**config.mk**
```make
export PLATFORM = sky130hd
export DESIGN_NAME = fifo_rd_sched
export DESIGN_NICKNAME = d
export VERILOG_FILES = /design/src/rtl/fifo_rd_sched.sv
export SDC_FILE = /design/constraint.sdc
export NUM_CORES = 1
export LEC_CHECK = 0
export CELL_PAD_IN_SITES_DETAIL_PLACEMENT = 0
export CELL_PAD_IN_SITES_GLOBAL_PLACEMENT = 1
export CORE_MARGIN = 4
export CORE_UTILIZATION = 35
export CTS_CLUSTER_SIZE = 40
export DETAILED_ROUTE_END_ITERATION = 12
export GPL_ROUTABILITY_DRIVEN = 0
export PLACE_DENSITY = 0.83
export SLEW_MARGIN = 15
export SYNTH_ARGS = -nofsm -noshare
export SYNTH_HDL_FRONTEND = slang
export SYNTH_SLANG_ARGS = --single-unit
```
**constraint.sdc**
```tcl
create_clock -name rclk_i -period 2.17 [get_ports rclk_i]
set_clock_uncertainty 0.05 [all_clocks]
set_input_delay 0.217 -clock rclk_i [delete_from_list [all_inputs] [get_ports rclk_i]]
set_output_delay 0.217 -clock rclk_i [all_outputs]
set_load 0.1 [all_outputs]
```
**src/rtl/fifo_rd_sched.sv**
```systemverilog
`default_nettype none
// ============================================================================
//  Module      : fifo_rd_sched
//  Description : Read-side scheduler for an async FIFO. Shares the single
//                FIFO read port among NREQ consumers using round-robin
//                arbitration with a bounded burst per grant. Drives the FIFO
//                pop strobe from the granted consumer's request (gated by
//                empty) and returns each popped word, registered, to the
//                consumer that owns the grant.
//  Revision    : 1.0 - initial release
// ----------------------------------------------------------------------------
//  Parameters
//    NREQ        number of consumers (2..8)
//    DATA_WIDTH  FIFO word width
//    MAX_BURST   maximum pops per grant (>=1)
//  Ports
//    rclk_i      read-domain clock, rising edge
//    rst_n_i     asynchronous active-low reset
//    req_i       per-consumer level read request
//    empty_i     FIFO empty flag (read domain)
//    rdata_i     FIFO first-word-fall-through read data
//    rinc_o      FIFO pop strobe (combinational)
//    gnt_o       one-hot current grant, zero when idle (registered)
//    busy_o      high while a burst is in progress
//    dvalid_o    one-hot: dout_o is valid for that consumer (registered)
//    dout_o      most recently popped word (registered)
// ============================================================================
module fifo_rd_sched #(
    parameter int NREQ       = 4,
    parameter int DATA_WIDTH = 8,
    parameter int MAX_BURST  = 4
) (
    input  logic                  rclk_i,
    input  logic                  rst_n_i,
    input  logic [NREQ-1:0]       req_i,
    input  logic                  empty_i,
    input  logic [DATA_WIDTH-1:0] rdata_i,
    output logic                  rinc_o,
    output logic [NREQ-1:0]       gnt_o,
    output logic                  busy_o,
    output logic [NREQ-1:0]       dvalid_o,
    output logic [DATA_WIDTH-1:0] dout_o
);

    localparam int IW = (NREQ > 1) ? $clog2(NREQ) : 1;
    localparam int CW = $clog2(MAX_BURST) + 1;

    localparam logic [CW-1:0]   C_CNT_LAST = CW'(MAX_BURST - 1);
    localparam logic [CW-1:0]   C_CNT_ONE  = CW'(1);
    localparam logic [IW-1:0]   C_LAST_RST = IW'(NREQ - 1);
    localparam logic [NREQ-1:0] C_GNT_ONE  = NREQ'(1);

    typedef enum logic [0:0] {
        ST_IDLE  = 1'b0,
        ST_BURST = 1'b1
    } state_t;

    // ------------------------------------------------------------------
    // State registers and their next-state values
    // ------------------------------------------------------------------
    state_t                  state_q,  state_d;
    logic [NREQ-1:0]         gnt_q,    gnt_d;
    logic [IW-1:0]           last_q,   last_d;
    logic [CW-1:0]           cnt_q,    cnt_d;
    logic [NREQ-1:0]         dvalid_q, dvalid_d;
    logic [DATA_WIDTH-1:0]   dout_q,   dout_d;

    // ------------------------------------------------------------------
    // Combinational helpers
    // ------------------------------------------------------------------
    logic                    req_g;      // request of the granted consumer
    logic                    pop;        // a FIFO pop happens on this edge
    logic                    win_found;
    logic [IW-1:0]           win_idx;
    logic [IW-1:0]           cand;

    // gnt_q is all-zero outside a burst, so masking req_i with it both
    // selects the granted request and forces rinc low while idle. This
    // keeps rinc a function of gnt, req and empty only.
    assign req_g  = |(gnt_q & req_i);
    assign pop    = req_g & ~empty_i;
    assign rinc_o = pop;

    // Round-robin search: first set request starting just after the most
    // recent winner, wrapping modulo NREQ. Offset NREQ lands back on the
    // previous winner, so a lone requester can be re-granted.
    always_comb begin
        win_found = 1'b0;
        win_idx   = '0;
        cand      = '0;
        for (int i = 1; i <= NREQ; i++) begin
            cand = IW'((int'(last_q) + i) % NREQ);
            if (!win_found && req_i[cand]) begin
                win_found = 1'b1;
                win_idx   = cand;
            end
        end
    end

    // ------------------------------------------------------------------
    // Next-state logic
    // ------------------------------------------------------------------
    always_comb begin
        state_d  = state_q;
        gnt_d    = gnt_q;
        last_d   = last_q;
        cnt_d    = cnt_q;
        dvalid_d = '0;
        dout_d   = dout_q;

        case (state_q)
            ST_IDLE: begin
                // The idle cycle is the arbitration bubble between bursts.
                if (win_found && !empty_i) begin
                    state_d = ST_BURST;
                    gnt_d   = C_GNT_ONE << win_idx;
                    last_d  = win_idx;
                    cnt_d   = '0;
                end
            end

            ST_BURST: begin
                if (pop) begin
                    cnt_d    = cnt_q + C_CNT_ONE;
                    dout_d   = rdata_i;
                    dvalid_d = gnt_q;
                end
                // Release on burst limit, request withdrawal or FIFO empty.
                // A pop on the releasing edge is still delivered above.
                if ((pop && (cnt_q == C_CNT_LAST)) || !req_g || empty_i) begin
                    state_d = ST_IDLE;
                    gnt_d   = '0;
                    cnt_d   = '0;
                end
            end

            default: begin
                state_d = ST_IDLE;
                gnt_d   = '0;
                cnt_d   = '0;
            end
        endcase
    end

    // ------------------------------------------------------------------
    // State register
    // ------------------------------------------------------------------
    always_ff @(posedge rclk_i or negedge rst_n_i) begin
        if (!rst_n_i) begin
            state_q  <= ST_IDLE;
            gnt_q    <= '0;
            last_q   <= C_LAST_RST;
            cnt_q    <= '0;
            dvalid_q <= '0;
            dout_q   <= '0;
        end else begin
            state_q  <= state_d;
            gnt_q    <= gnt_d;
            last_q   <= last_d;
            cnt_q    <= cnt_d;
            dvalid_q <= dvalid_d;
            dout_q   <= dout_d;
        end
    end

    assign gnt_o    = gnt_q;
    assign busy_o   = (state_q == ST_BURST);
    assign dvalid_o = dvalid_q;
    assign dout_o   = dout_q;

endmodule
`default_nettype wire

```
==> results by group, run 1 <==
Die
  • Core area: 0.00276 sq mm
  • Die Wd: 61.7 microns
  • Die height: 61.7 microns
  • Top Ports: 33
  • Starting Density: 0.366
  • # rows: 19
  • Die ar.: ~0.0038 sq mm

Timing
  • Fmax: about 610 MHz
  • Final setup violating endpoints: 0
  • Fin crit period: between 1.5 and 2 ns
  • Slew HR: 0.759
  • Actual slew at the worst max-slew pin: about 0.36 ns
  • Final Slew Violations: 0
  • Count of final hold-check violations: 0
  • Setup TNS Final: 0 ns
  • Final period util: 0.751
  • RSZ-0062 raised after global routing: false

Hold path
  • HP Class: primary input to async pin

Worst setup path
  • Worst r2r src: gnt_o[2]
  • Worst path cell trace: a22oi_2 > a21oi_4 > buf_12
  • Worst setup EP type: output pin
  • CP required: approximately 1.9 ns
  • FF-to-FF End: gnt_o[2]
  • Worst reg2reg path depth: 5
  • Startpoint type of the worst setup path: flip-flop
  • CP max FO: 4
  • CP Class: flip-flop to output pin
  • Reg2Reg Setup Slack: approximately 0.58 ns
  • Worst EP arrival: around 1.4 ns
  • CP max-delay cell: dfrtp_2
  • Worst path max stage delay: 0.45 ns

Clock tree
  • Clk slew on worst S/H paths: 0.12 ns
  • Clk root buf: clkbuf_4
  • Hold-fix buffers at CTS: 0
  • CTS tree: built
  • Clock network latency to the later pin of the worst-skew pair: ~0.3 ns
  • Clock sink count: 22
  • H-tree levels: 1
  • Post-CTS setup buffer count: 0
  • TritonCTS buffer count: 3
  • CTS Buffer Depth: 2
  • Cts repair resizes: 0

Power
  • Int Pwr: 0.00102 W
  • Switching pwr: between 0.001 and 0.0015 W
  • Switch share: 0.518
  • Clock Power Share: 0.146
  • Peak supply drop: 0.000868 V
  • Leak: between 0.6 and 0.7 nW
  • Comb pwr share: 0.565
  • P per Cell Area: 1490 mW/mm^2
  • Reg power frac: 0.289

Routing
  • Vias post-DR: 737
  • Remaining DRCs: 0
  • WL final: 2080 microns
  • Post-route ant nets: 0
  • Vias per cell: 5.01
  • Drt pass-1 iters: 4
  • WL/cell: 14.1 microns
  • Initial DRC Count: 18

Placement
  • I/O Buffers: 32
  • Dpl hpwl: about 1600 microns

Yosys
  • Synth Instances: 77
  • Top-area cell type share of the netlist area: 0.496
  • Synth Cell Area: slightly above 0.001 sq mm
  • Most used DFF post-synth: dfrtp_1
  • Post-synth EDFFs: 0
  • Synth area leaders: dfrtp_1 50%, mux2_2 6.7%, dfstp_2 5.2%, and2_2 3.0%, mux2_4 3.0%
  • Syn Area/Cell: 13.1 sq um
  • Warnings, synthesis: 0
  • Syn_nets: 94
  • #FFs+latches synth: 22
  • Post-synth ARST share: 1.00
  • Sequential share of the synthesized area: 0.548
  • Library cells used by synthesis: 32
  • Synth area leader: dfrtp_1

Global routing
  • Total GRT Usage: 0.123
  • Initial antenna violation count: 0
  • Largest net degree at the start of global routing: 23
  • Remaining global-route overflow: 0
  • First-pass GRT wire length: between 3000 and 4000 microns
  • Vias in the first global route: 790

Cells and area
  • Layout area overhead: 41.0%
  • Most common cell after layout, fill and taps aside: buf_4
  • Commonest cells after routing, fill and taps aside: 21 x buf_4, 16 x dfrtp_1, 14 x clkdlybuf4s50_1, 6 x mux2_2, 5 x nor2_1
  • Final #Nets: 134
  • Final Util: 0.516
  • Share of cells above drive strength 1: 0.457
  • Ant diodes: 0

Run status
  • Status: finished, final reports clean

Job
  • Max-Cap Viols: 0
-- power groups by stage --
stage	combinational [W]	sequential (W)	clock (W)
floorplan	0.000251	0.00130	0
global placement	0.00120	0.000621	0
detailed placement	0.00121	0.000625	0
CTS	0.00121	0.000617	0.000320
global route	0.00124	0.000634	0.000337
finish	0.00120	0.000614	0.000310
-- cells by family after synthesis --
family,after synthesis,synth area share
flops,22,0.548
compound gates,21,0.190
simple gates,18,0.105
mux,9,0.107
buf+inv,5,0.0260
fa+ha+maj,2,0.0248
-- state kept, by name (all words and copies together) (netlist names) --
signal,count
dout_o,8
dvalid_o,4
gnt_o,4
cnt_q,3
last_q,2
busy_o,1
-- how the worst max path moves through the flow --
stage	depth (start not counted)	start	slack, ns	end
after floorplan	4	busy_o	0.01	dout_o[5]
after global placement	5	req_i[1]	0.25	dout_o[0]
after detailed placement	5	req_i[1]	0.22	dout_o[3]
after CTS	3	gnt_o[2]	0.52	rinc_o
after global routing	3	gnt_o[2]	0.47	rinc_o
final	3	gnt_o[2]	0.54	rinc_o
-- worst max-delay path, delay by kind of cell, from the launching register on --
family | cells | cell delay, ns
DFF | 1 | 0.45
AOI/OAI and AO/OA | 2 | 0.43
buffers and inverters | 1 | 0.18
-- Yosys cell counts, types with 2 or more instances --
library cell / number
a21oi_1: 4
a22o_1: 2
a22oi_2: 2
a32o_1: 2
and2_2: 4
dfrtp_1: 20
dfstp_2: 2
ha_1: 2
inv_1: 4
mux2_2: 6
mux2_4: 2
nand2_1: 2
nor2_1: 5
o2bb2ai_1: 2
-- layer usage --
layer | wire length (microns) | track usage
met1 | 926 | 0.151
met3 | 152 | 0.0248
met4 | 14 | 0.0545
met5 | 0 | 0
met2 | 980 | 0.208
-- final cells by class --
cell class	count	area (sq um)
well taps	31	38.8
fillers	241	1330
flip-flops and latches	22	558
repair buffers	36	318
multi-input cells	50	442
inverters	4	15.0
clock inverters	1	30.0
clock buffers	3	22.5
-- stage by stage --
step	hold slack (ns)	total power, W	std cells	cell area (sq um)	worst slack, ns
2_1_floorplan	-0.129	0.00155	77	1030	0.0132
3_3_place_gp	0.433	0.00182	143	1370	0.253
3_5_place_dp	0.448	0.00183	143	1370	0.219
4_1_cts	0.186	0.00215	147	1420	0.520
5_1_grt	0.197	0.00222	147	1420	0.475
6_report	0.187	0.00212	147	1420	0.541
(Power assumes the default switching activity.)
==> run 2, diff against run 1 <==
Clock period 2.17 ns to 1.6 ns, I/O delays scaled along.
==> results by group, run 2 (synthesis results as in run 1) <==
Power
  • Int Pwr: 0.00179 W (+75%)
  • Peak supply drop: 0.00157 V (+80%)
  • Reg power frac: 0.263 (-0.026)
  • Switching pwr: 0.00161 W (+47%)
  • Clock Power Share: 0.126 (-0.020)
  • Leak: 0.784 nW (+21%)
  • P per Cell Area: 1920 mW/mm^2 (+29%)
  • Comb pwr share: 0.610 (+0.045)
  • Total Power: 0.00340 W (+60%)
  • Switch share: 0.474 (-0.0437)

Timing
  • RSZ-0062 raised after global routing: true
  • Fin crit period: ~1.7 ns
  • Slew HR: 0.522 (-0.237)
  • Setup TNS Final: -0.603 ns (-0.603 ns)
  • Final setup violating endpoints: 9 (+9)
  • Fmax: 595 MHz
  • Final setup margin: -0.0817 ns (-0.622 ns)
  • Worst Hold Slack: 0.118 ns (-0.0690 ns)
  • Final Slew Violations: 0 (unchanged)
  • Final period util: 1.05
  • Actual slew at the worst max-slew pin: 0.711 ns (+0.352 ns)
  • Count of final hold-check violations: 0 (unchanged)

Cells and area
  • Fillers: 217 (-10%)
  • Share of cells above drive strength 1: 0.531 (+0.0739)
  • Commonest cells after routing, fill and taps aside: 18 x buf_12, 17 x buf_4, 15 x dfrtp_1, 14 x clkdlybuf4s50_1, 6 x mux2_2
  • Final Util: 0.644 (+0.127)
  • Ant diodes: 0 (unchanged)
  • Most common cell after layout, fill and taps aside: buf_12
  • Number of flip-flops in the largest register: 8 (unchanged)
  • Layout area overhead: 75.8%
  • Final #Nets: 148 (+10%)

Routing
  • WL/cell: 15.6 microns (+10%)
  • WL final: 2510 microns (+21%)
  • Post-route ant nets: 0 (unchanged)
  • Initial DRC Count: 14 (-4)
  • Remaining DRCs: 0 (unchanged)
  • Drt pass-1 iters: 4 (unchanged)
  • Vias post-DR: 817 (+11%)
  • Vias per cell: 5.07 (+1.2%)

Clock tree
  • H-tree levels: 1 (unchanged)
  • Clk root buf: clkbuf_4
  • CTS tree: built
  • TritonCTS buffer count: 3 (unchanged)
  • Hold-fix buffers at CTS: 0 (unchanged)
  • Clk slew on worst S/H paths: 0.13 ns (about the same)
  • Clock network latency to the later pin of the worst-skew pair: 0.32 ns (+0.02 ns)
  • CTS Buffer Depth: 2 (unchanged)
  • Clock sink count: 22 (unchanged)

Worst setup path
  • Worst path cell trace: a22oi_2 > buf_4 > a211oi_4 > buf_4 > mux2_2
  • Worst EP arrival: 1.84 ns (+0.48 ns)
  • Worst r2r src: gnt_o[2]
  • CP max-delay cell: dfrtp_4
  • CP max FO: 4 (unchanged)
  • CP required: 1.75 ns (-0.15 ns)
  • Worst path most repeated cell: buf_4
  • Worst reg2reg path depth: 5 (unchanged)
  • FF-to-FF End: dout_o[2]
  • Startpoint type of the worst setup path: flip-flop
  • Worst setup EP type: flip-flop
  • CP Class: flip-flop to flip-flop
  • Worst path max stage delay: 0.44 ns (about the same)
  • Reg2Reg Setup Slack: -0.08 ns (-0.66 ns)

Die
  • Core area: 0.00276 sq mm (unchanged)
  • Die ar.: 0.00381 sq mm (unchanged)
  • Die Wd: 61.7 microns (unchanged)
  • Top Ports: 33 (unchanged)
  • Starting Density: 0.366 (unchanged)
  • # rows: 19 (unchanged)
  • Die height: 61.7 microns (unchanged)

Job
  • Max-Cap Viols: 0 (unchanged)

Global routing
  • First-pass GRT wire length: 4010 microns (+15%)
  • Remaining global-route overflow: 0 (unchanged)
  • Total GRT Usage: 0.146 (+0.0235)
  • Initial antenna violation count: 0 (unchanged)
  • Largest net degree at the start of global routing: 23 (unchanged)
  • Vias in the first global route: 856 (+8.4%)

Placement
  • Dpl hpwl: 2000 microns (+24%)
  • I/O Buffers: 32 (unchanged)

Run status
  • Status: finished with violations
  • Failing checks: setup timing

Hold path
  • HP Class: primary input to async pin
## run 2: changes by cell type in the layout (fill, tap and decap cells not counted), sizes merged
cell / before / now
buf: 22 / 36
## run 2: layer usage
layer / part of all wire / global-route usage / wire [microns] / up-vias
li1: - / - / - / 392
met1: 0.40 / 0.184 / 1010 / 388
met2: 0.50 / 0.230 / 1260 / 31
met3: 0.079 / 0.0599 / 198 / 6
met4: 0.017 / 0.0455 / 43 / 0
met5: 0 / 0 / 0 / -
## run 2: area by class of cell
cell class              instances  area [sq um]  area share
inverters                       4          15.0     0.00846
repair buffers                 50           639       0.360
clock buffers                   3          22.5      0.0127
multi-input cells              50           460       0.259
clock inverters                 1          30.0      0.0169
flip-flops and latches         22           569       0.321
well taps                      31          38.8      0.0218
## run 2: worst max-delay path by stage
stage / from / endpoint / slack [ns] / cells after the start
2_1_floorplan: gnt_o[1] / dout_o[5] / -0.27 / 4
3_3_place_gp: req_i[1] / dout_o[3] / -0.21 / 5
3_5_place_dp: req_i[1] / gnt_o[3] / -0.27 / 6
4_1_cts: gnt_o[1] / rinc_o / -0.08 / 4
5_1_grt: gnt_o[2] / dout_o[7] / -0.15 / 5
6_report: gnt_o[2] / dout_o[2] / -0.08 / 5
## run 2: through the flow
step / cells / setup WS, ns / instance area, sq um
2_1_floorplan: 77 / -0.266 / 1040
3_3_place_gp: 155 / -0.208 / 1690
3_5_place_dp: 155 / -0.274 / 1690
4_1_cts: 160 / -0.0796 / 1750
5_1_grt: 161 / -0.152 / 1780
6_report: 161 / -0.0817 / 1780
## run 2: power groups by stage
stage | logic (W) | registers [W] | clock network, W
finish | 0.00208 | 0.000896 | 0.000431
global route | 0.00214 | 0.000919 | 0.000466
global placement | 0.00203 | 0.000906 | 0
CTS | 0.00207 | 0.000898 | 0.000435
detailed placement | 0.00205 | 0.000917 | 0
floorplan | 0.000340 | 0.00178 | 0
## run 2: worst max-delay path: cells and delay by family (launching register included)
family / cells / cell delay [ns]
DFF: 1 / 0.44
AOI/OAI and AO/OA: 2 / 0.41
buffers and inverters: 2 / 0.34
muxes: 1 / 0.33
## run 2: repair_timing
item,CTS,global route
setup endpoints to repair,1,12
gates resized for setup,0,3
buffers inserted,1,1
pin swaps,2,1
